File: src/rtl/delay_tap_buffer.sv
// delay_tap_buffer: multi-lane, runtime-programmable delay line.
// Valid-tagged circular buffer with a FILL/RUN state machine.
module delay_tap_buffer #(
    parameter int WIDTH         = 32,
    parameter int NUM_CH        = 1,
    parameter int MAX_DEPTH     = 64,
    parameter int DEFAULT_DELAY = 21,
    parameter int DW            = $clog2(MAX_DEPTH + 1)
) (
    input  logic                     clk,
    input  logic                     rst,
    input  logic                     in_valid,
    input  logic [NUM_CH*WIDTH-1:0]  data_in,
    input  logic                     cfg_load,
    input  logic                     cfg_preset,
    input  logic [3:0]               cfg_code,
    input  logic [DW-1:0]            cfg_delay,
    output logic                     out_valid,
    output logic [NUM_CH*WIDTH-1:0]  data_out,
    output logic [DW-1:0]            cur_delay,
    output logic                     busy,
    output logic                     cfg_err
);

    localparam int DATW = NUM_CH * WIDTH;
    localparam int AW   = $clog2(MAX_DEPTH);
    localparam int EW   = DW + 1;
    localparam int PW   = (DW > 6) ? DW : 6;

    typedef enum logic {S_FILL, S_RUN} state_t;

    state_t              r_state;
    state_t              w_state_nxt;
    logic [DW-1:0]       r_cnt;
    logic [DW-1:0]       w_cnt_nxt;
    logic [DW-1:0]       r_delay;
    logic [DW-1:0]       w_delay_nxt;
    logic                w_cfg_bad;
    logic                r_cfg_err;
    logic [PW-1:0]       w_pv;
    logic                w_pv_ok;
    logic [AW-1:0]       r_wp;
    logic [AW-1:0]       w_wp_nxt;
    logic [AW-1:0]       w_rd;
    logic [EW-1:0]       w_rd_sum;
    logic [MAX_DEPTH-1:0] r_tag;
    logic [DATW-1:0]     r_mem [MAX_DEPTH];
    logic                w_run_nxt;
    logic                w_emit;
    logic                r_out_valid;
    logic [DATW-1:0]     r_data_out;

    // Legacy {S6,S5} preset code to a cycle count.
    always_comb begin
        w_pv    = PW'(21);
        w_pv_ok = 1'b1;
        unique case (cfg_code[3:2])
            2'b00: begin
                unique case (cfg_code[1:0])
                    2'b00:   w_pv = PW'(21);
                    2'b01:   w_pv = PW'(36);
                    2'b10:   w_pv = PW'(54);
                    default: w_pv_ok = 1'b0;
                endcase
            end
            2'b01:   w_pv = PW'(6);
            2'b10:   w_pv = PW'(18);
            default: w_pv = PW'(21);
        endcase
    end

    // Legalise the requested delay; bad requests are clamped or ignored.
    always_comb begin
        w_delay_nxt = r_delay;
        w_cfg_bad   = 1'b0;
        if (cfg_preset) begin
            if (!w_pv_ok) begin
                w_cfg_bad = 1'b1;
            end else if (w_pv > PW'(MAX_DEPTH)) begin
                w_delay_nxt = DW'(MAX_DEPTH);
                w_cfg_bad   = 1'b1;
            end else begin
                w_delay_nxt = DW'(w_pv);
            end
        end else if (cfg_delay == '0) begin
            w_delay_nxt = DW'(1);
            w_cfg_bad   = 1'b1;
        end else if (cfg_delay > DW'(MAX_DEPTH)) begin
            w_delay_nxt = DW'(MAX_DEPTH);
            w_cfg_bad   = 1'b1;
        end else begin
            w_delay_nxt = cfg_delay;
        end
    end

    // Pointer arithmetic: read slot is D entries behind the write slot.
    always_comb begin
        w_rd_sum = EW'(r_wp) + EW'(MAX_DEPTH) - EW'(r_delay);
        if (w_rd_sum >= EW'(MAX_DEPTH)) begin
            w_rd = AW'(w_rd_sum - EW'(MAX_DEPTH));
        end else begin
            w_rd = AW'(w_rd_sum);
        end
        if (r_wp == AW'(MAX_DEPTH - 1)) begin
            w_wp_nxt = '0;
        end else begin
            w_wp_nxt = r_wp + AW'(1);
        end
    end

    // Fill FSM next state: count D edges after a load before running.
    always_comb begin
        w_state_nxt = r_state;
        w_cnt_nxt   = r_cnt;
        if (cfg_load) begin
            w_state_nxt = S_FILL;
            w_cnt_nxt   = '0;
        end else begin
            unique case (r_state)
                S_FILL: begin
                    if (r_cnt == r_delay - DW'(1)) begin
                        w_state_nxt = S_RUN;
                    end else begin
                        w_cnt_nxt = r_cnt + DW'(1);
                    end
                end
                default: w_state_nxt = S_RUN;
            endcase
        end
        w_run_nxt = (w_state_nxt == S_RUN);
        w_emit    = w_run_nxt & r_tag[w_rd];
    end

    // FSM state, delay register and sticky configuration error.
    always_ff @(posedge clk or negedge rst) begin
        if (!rst) begin
            r_state   <= S_FILL;
            r_cnt     <= '0;
            r_delay   <= DW'(DEFAULT_DELAY);
            r_cfg_err <= 1'b0;
        end else begin
            r_state <= w_state_nxt;
            r_cnt   <= w_cnt_nxt;
            if (cfg_load) begin
                r_delay <= w_delay_nxt;
                if (w_cfg_bad) begin
                    r_cfg_err <= 1'b1;
                end
            end
        end
    end

    // Write pointer and valid tags; a load drops all but this cycle's beat.
    always_ff @(posedge clk or negedge rst) begin
        if (!rst) begin
            r_wp  <= '0;
            r_tag <= '0;
        end else begin
            if (cfg_load) begin
                r_tag <= '0;
            end
            r_tag[r_wp] <= in_valid;
            r_wp        <= w_wp_nxt;
        end
    end

    // Sample storage; validity is carried by the tags, so no reset.
    always_ff @(posedge clk) begin
        r_mem[r_wp] <= data_in;
    end

    // Output register; data only moves when a valid beat is emitted.
    always_ff @(posedge clk or negedge rst) begin
        if (!rst) begin
            r_out_valid <= 1'b0;
            r_data_out  <= '0;
        end else begin
            r_out_valid <= w_emit;
            if (w_emit) begin
                r_data_out <= r_mem[w_rd];
            end
        end
    end

    assign out_valid = r_out_valid;
    assign data_out  = r_data_out;
    assign cur_delay = r_delay;
    assign busy      = (r_state == S_FILL);
    assign cfg_err   = r_cfg_err;

endmodule
File: config.mk
export PLATFORM = sky130hd
export DESIGN_NAME = delay_tap_buffer
export DESIGN_NICKNAME = d
export VERILOG_FILES = /design/src/rtl/delay_tap_buffer.sv
export SDC_FILE = /design/constraint.sdc
export NUM_CORES = 2
export LEC_CHECK = 0
export ABC_CLOCK_PERIOD_IN_PS = 4500
export CAP_MARGIN = 10
export CORE_MARGIN = 4
export CORE_UTILIZATION = 30
export DETAILED_ROUTE_END_ITERATION = 16
export PLACE_DENSITY = 0.49
export SLEW_MARGIN = 20
export SYNTH_ARGS = -nofsm -noshare
export SYNTH_HDL_FRONTEND = slang
export SYNTH_SLANG_ARGS = --single-unit
File: constraint.sdc
create_clock -name clk -period 4.5 [get_ports clk]
set_input_delay 0.9 -clock clk [delete_from_list [all_inputs] [get_ports clk]]
set_output_delay 0.9 -clock clk [all_outputs]
set_load 0.03 [all_outputs]
**After elaboration in Yosys (flattened, before gate mapping)**

Memories as Yosys holds them, arrays and structs flattened. A register that Yosys moved wholly into a read port is not among the register bits.
Index checks and enable logic that the tools add are counted.

- Bits of input ports: 48
- Memory bits (writable): 2,048
- Word-level logic and storage cells: 68
- Flip-flop bits (word level): 87
- Memories: 1
- Output and inout port bits: 42

Memories:

| name | depth | bits a word | rd ports | clocked after memory_dff | wr ports | line | source |
|---|---|---|---|---|---|---|---|
| r_mem | 64 | 32 | 1 | 1 | 1 | 47 | `logic [DATW-1:0] r_mem [MAX_DEPTH];` |

- Bitwise logic cells: 2
- Mux-type cells: 28
- Reductions and logical operators: 9
- Add/sub/neg operators: 6
- Equal/unequal tests: 9
- Magnitude comparators: 6

Operators by type and width:

| kind | number |
|---|---|
| $bwmux W64 | 1 |
| $mux W64 | 1 |
| $mux W7 | 8 |
| $pmux W7 S3 | 1 |
| $gt A7 B7 Y1 const B | 2 |
| $lt A6 B7 Y1 const B | 2 |
| $mux W1 | 12 |
| $mux W6 | 2 |
| $pmux W6 S2 | 1 |
| $add A6 B7 Y8 const B | 1 |
| $ge A8 B7 Y1 const B | 1 |
| $sub A8 B7 Y8 | 1 |
| $add A7 B1 Y7 const B | 1 |
| $eq A7 B7 Y1 | 1 |
| $logic_not A7 Y1 | 1 |
| $sub A7 B1 Y7 const B | 1 |
| $add A6 B1 Y6 const B | 1 |
| $bmux W1 S6 | 1 |
| $demux W1 S6 | 1 |
| $eq A6 B6 Y1 const B | 1 |
| $ge A6 B1 Y1 const B | 1 |
| $reduce_and A2 Y1 | 3 |
| $sub A6 B1 Y6 const B | 1 |
| $eq A2 B1 Y1 const B | 2 |
| other kinds (9) | 12 |

**Longest topological paths before layout**

- Word-level depth: 8
- Gate-level depth with buffers: 14

**Worst setup path before layout**

Ideal clock, no wire load.

- Kind: register to register
- Start: reg r_wp[2]
- End: reg r_tag[31]
- Arrival: 3.511 ns
- Library setup time: 0.253 ns
- Cell stages (with the launch flop): 5
- Setup slack: 0.736 ns
- Path through: dfrtp_1 -> clkbuf_1 -> nand3_1 -> nor3_1 -> o21ai_0

- Word-level cells in the longest chain between the ends: 5
- Elaborated cells on any way between the ends: 6

RTL lines:

| element | line | source |
|---|---|---|
| start, declared | 42 | `logic [AW-1:0] r_wp;` |
| start signal, assigned | 163 | `r_wp <= w_wp_nxt;` |
| $lt A6 B7 Y1 (not written as such) / $ge A6 B1 Y1 (equally long branches) | 162 | `r_tag[r_wp] <= in_valid;` |
| $logic_and A1 B1 Y1 (not written as such) | 162 |  |
| $mux W1 (not written as such) | 162 |  |
| $demux W1 S6 * | 162 |  |
| $bwmux W64 * | 162 |  |
| end signal, assigned by index | 162 |  |
| end, declared | 46 | `logic [MAX_DEPTH-1:0] r_tag;` |

Mark *: on every way between the ends. The rest lies on a longest branch, timed or not.
A chain may end at the register's enable or synchronous reset.

**Worst setup path in the final report**

- Start: reg r_wp[0]
- End: reg r_data_out[27] (netlist: data_out[27]), read port of r_mem

- Word-level cells in the longest chain between the ends: 7
- Elaborated cells on any way between the ends: 8

RTL lines:

| element | line | source |
|---|---|---|
| $add A6 B7 Y8 * | 98 | `w_rd_sum = EW'(r_wp) + EW'(MAX_DEPTH) - EW'(r_delay);` |
| $sub A8 B7 Y8 * | 98 |  |
| $ge A8 B7 Y1 / $sub A6 B1 Y6 (equally long branches) | 99, 100 |  |
| $mux W6 * | 99 | `if (w_rd_sum >= EW'(MAX_DEPTH)) begin` |
| $bmux W1 S6 | 131 | `w_emit = w_run_nxt & r_tag[w_rd];` |
| $mux W1 (not written as such) | 131 |  |
| $and A1 B1 Y1 | 131 |  |
| end, declared | 51 | `logic [DATW-1:0] r_data_out;` |

Mark *: on every way between the ends. The rest lies on a longest branch, timed or not. The select of a mux whose other input is x is not followed.

==> impl_metrics.env <==
export IMPL_status="complete, no violations"
export IMPL_fmax_ghz=0.235
export IMPL_critPathCaptureType="register"
export IMPL_cts_tree="yes"
export IMPL_syn_num_nets=3819
export IMPL_synth_area_leaders="edfxtp_1 73%, mux4_2 16%, dfrtp_1 3.5%"
export IMPL_grt_max_degree=76
export IMPL_cts_buffer_depth=3
export IMPL_ctsResizeCount=0
export IMPL_vias=40100
export IMPL_synth_xor_area_share=0.00261
export IMPL_area_growth_synth_to_final_pct=17.4
export IMPL_synth_top_area_cell="edfxtp_1"
export IMPL_root_buffer="clkbuf_16"
export IMPL_die_h_microns=537
export IMPL_cp_max_fo=31
export IMPL_nNetsFinal=4158
export IMPL_drc=0
export IMPL_cts_made_buffers=220
export IMPL_leakage_nw=31.2
export IMPL_gp_congestion=0.765
export IMPL_synth_compound_area_frac=0.0143
export IMPL_syn_avg_cell_area_sq_um=22.4
export IMPL_row_count=193
export IMPL_synth_main_ff_cell="edfxtp_1"
export IMPL_hold_viol_final=0
export IMPL_synth_edf_count=2048
export IMPL_yosysWarningCount=0
export IMPL_crit_required_ns=5.23
export IMPL_async_flop_share=0.0549
export IMPL_synth_top_family_by_area="multiplexers"
export IMPL_dp_hpwl_microns=135000
export IMPL_rsz0062_at_grt="false"
export IMPL_fin_crit_ns=4.26
export IMPL_tightest_slew_ns=1.08
export IMPL_syn_inst=3756
export IMPL_worstSetupPathType="register to register"
export IMPL_ys_seq_area_frac=0.768
export IMPL_synth_simple_area_share=0.0173
export IMPL_fill_cells=25400
export IMPL_clkLatencyLatePin_ns=0.87
export IMPL_clk_pin_slew_ns=0.06
export IMPL_setup_viol=0
export IMPL_slew_violations=0
export IMPL_h_tree_depth=4
export IMPL_synth_top_cell_area_share=0.732
export IMPL_slew_headroom=0.275
export IMPL_post_route_worst_setup_slack_ns=0.244
export IMPL_holdCritPathClass="primary input to asynchronous set/reset pin"
export IMPL_io_pins=90
export IMPL_drt_initial_drc_count=4136
export IMPL_place_ws_ns=0.161
export IMPL_cp_start_kind="register"
export IMPL_grt_pass1_wl_microns=327000
export IMPL_synthMuxAreaShare=0.183
export IMPL_port_buffers=89
export IMPL_power_density_mw_per_mm2=469
export IMPL_timing_final_crit_share=0.946
export IMPL_vdd_drop_max_mv=0.312
export IMPL_dr_pass1_iters=8
export IMPL_coreArea_sq_mm=0.277
export IMPL_fin_worst_skew_ns=0.0622
export IMPL_final_util=0.355
export IMPL_vias_per_cell=5.01
export IMPL_synth_seq_cells=2167
export IMPL_die_area_sq_mm=0.288
export IMPL_die_w_microns=537
export IMPL_routed_wl_microns=233000
export IMPL_maxCapViolations=0
export IMPL_cts_hold_buf=0
export IMPL_total_power_mw=46.3
export IMPL_grt_pass1_vias=41000
export IMPL_critPathArrivalTime_ns=4.98
export IMPL_grt_usage=0.160
export IMPL_fin_setup_tns_ns=0
export IMPL_overflow=0
export IMPL_r2r_setup_slack_ns=0.24
export IMPL_syn_area_sq_mm=0.0840
export IMPL_post_cts_buffers=0
export IMPL_synth_distinct_cells=46
export IMPL_grt_antenna_before_repair=13
export IMPL_start_util=0.303
export IMPL_ant_nets=0
export IMPL_drive_gt1_frac=0.295
export IMPL_synth_adder_area_share=0.00232
export IMPL_routedWlPerCell_microns=29.2
export IMPL_cts_num_sinks=2167
[kinds of logic (layout without fill, tap and decap cells)]
kind of cell | Yosys count | in the layout
mux | 793 | 793
xor+xnor | 25 | 25
simple gates | 310 | 310
other cells | 0 | 11
buf+inv | 251 | 777
compound gates | 195 | 195
flops | 2167 | 2167
fa+ha+maj | 15 | 15
[cell usage in the layout, fill, tap and decap left out, types with 6 or more instances in the layout]
cell type	instances
a21oi_1	11
buf_4	186
clkdlybuf4s50_1	54
edfxtp_1	2048
clkbuf_16	221
xor2_1	8
or3_1	7
ha_1	13
buf_12	53
nor2_4	63
nand3_1	9
clkinvlp_4	6
xnor2_1	13
nand2_1	107
inv_1	49
bufinv_16	19
o22ai_1	64
clkinv_1	42
nor2_1	24
diode_2	11
mux2i_1	197
nand2b_1	68
buf_2	25
mux4_2	594
o31ai_1	34
dfrtp_1	116
o21ai_0	71
clkinv_2	43
clkbuf_1	50
inv_6	7
clkbuf_8	13
[where the power goes]
part	internal (mW)	switching, mW
Clock	10.3	7.73
Combinational	2.47	3.29
Sequential	22.2	0.270
Total	35.0	11.3
[through the flow]
| step | instances | area (sq um) | hold slack, ns |
|---|---|---|---|
| after global placement | 7578 | 91400 | 0.454 |
| after floorplan | 3756 | 84000 | 0.501 |
| final | 7998 | 98600 | 0.0630 |
| after global routing | 7988 | 98500 | 0.0354 |
| after CTS | 7987 | 98500 | 0.0131 |
| after detailed placement | 7578 | 91400 | 0.465 |
[worst max-delay path: stages, from the launching register on]
cell and delay [ns]:
dfrtp_1 0.44, inv_1 0.16, ha_4 0.19, fa_4 0.83, buf_12 0.19, buf_12 0.25, buf_12 0.27, mux4_2 0.35
mux4_2 0.48, mux2i_1 0.36, nand2_1 0.20, o31ai_1 0.19, mux2i_1 0.14
[sequential cells by signal, indices dropped and copies added, names as in the netlist]
register,flops
cfg_err,1
cur_delay,7
data_out,32
out_valid,1
r_cnt,7
r_mem,2048
r_state,1
r_tag,64
r_wp,6
[cell usage after synthesis (all sizes together) (3+ instances only)]
library cell  number
o31ai             34
nand3             10
nand3b             3
inv               49
xnor2             15
a211oi             4
nor2              87
nand4              4
mux4             594
clkbuf           102
dfstp              3
buf              100
edfxtp          2048
a21oi             11
nand2            109
or3                7
mux2i            198
o22ai             64
nor3b              3
xor2              10
nand2b            69
nor2b              3
o21ai             72
ha                14
dfrtp            116
nor3               4
[routing by layer]
metal | vias to the layer above | global-route usage | wire length (microns)
met5 | - | 0 | 7
li1 | 16500 | - | -
met2 | 1065 | 0.258 | 112000
met1 | 22300 | 0.230 | 105000
met4 | 2 | 0.0309 | 3840
met3 | 286 | 0.0270 | 12600
[path summary, 6_finish.rpt]
check	end	from	cells past startpoint
max	data_out[27]	r_wp[0]	12
min	data_out[21]	rst	1
max reg2reg	data_out[27]	r_wp[0]	12
min reg2reg	cfg_err	cfg_err	1
max in group asynchronous	cur_delay[0]	rst	2
min in group clk	r_state	cfg_load	2
[final cells by class]
class,count,area [sq um],area share
sequential,2167,64500,0.654
multi-input combinational,1338,19000,0.193
clock buffer,284,5900,0.0598
tap,3705,4640,0.0470
timing repair buffer,319,3130,0.0318
clock inverter,125,1200,0.0122
inverter,49,184,0.00187
antenna,11,27.5,0.000279
No activity file was read; power rests on OpenSTA's default activity.
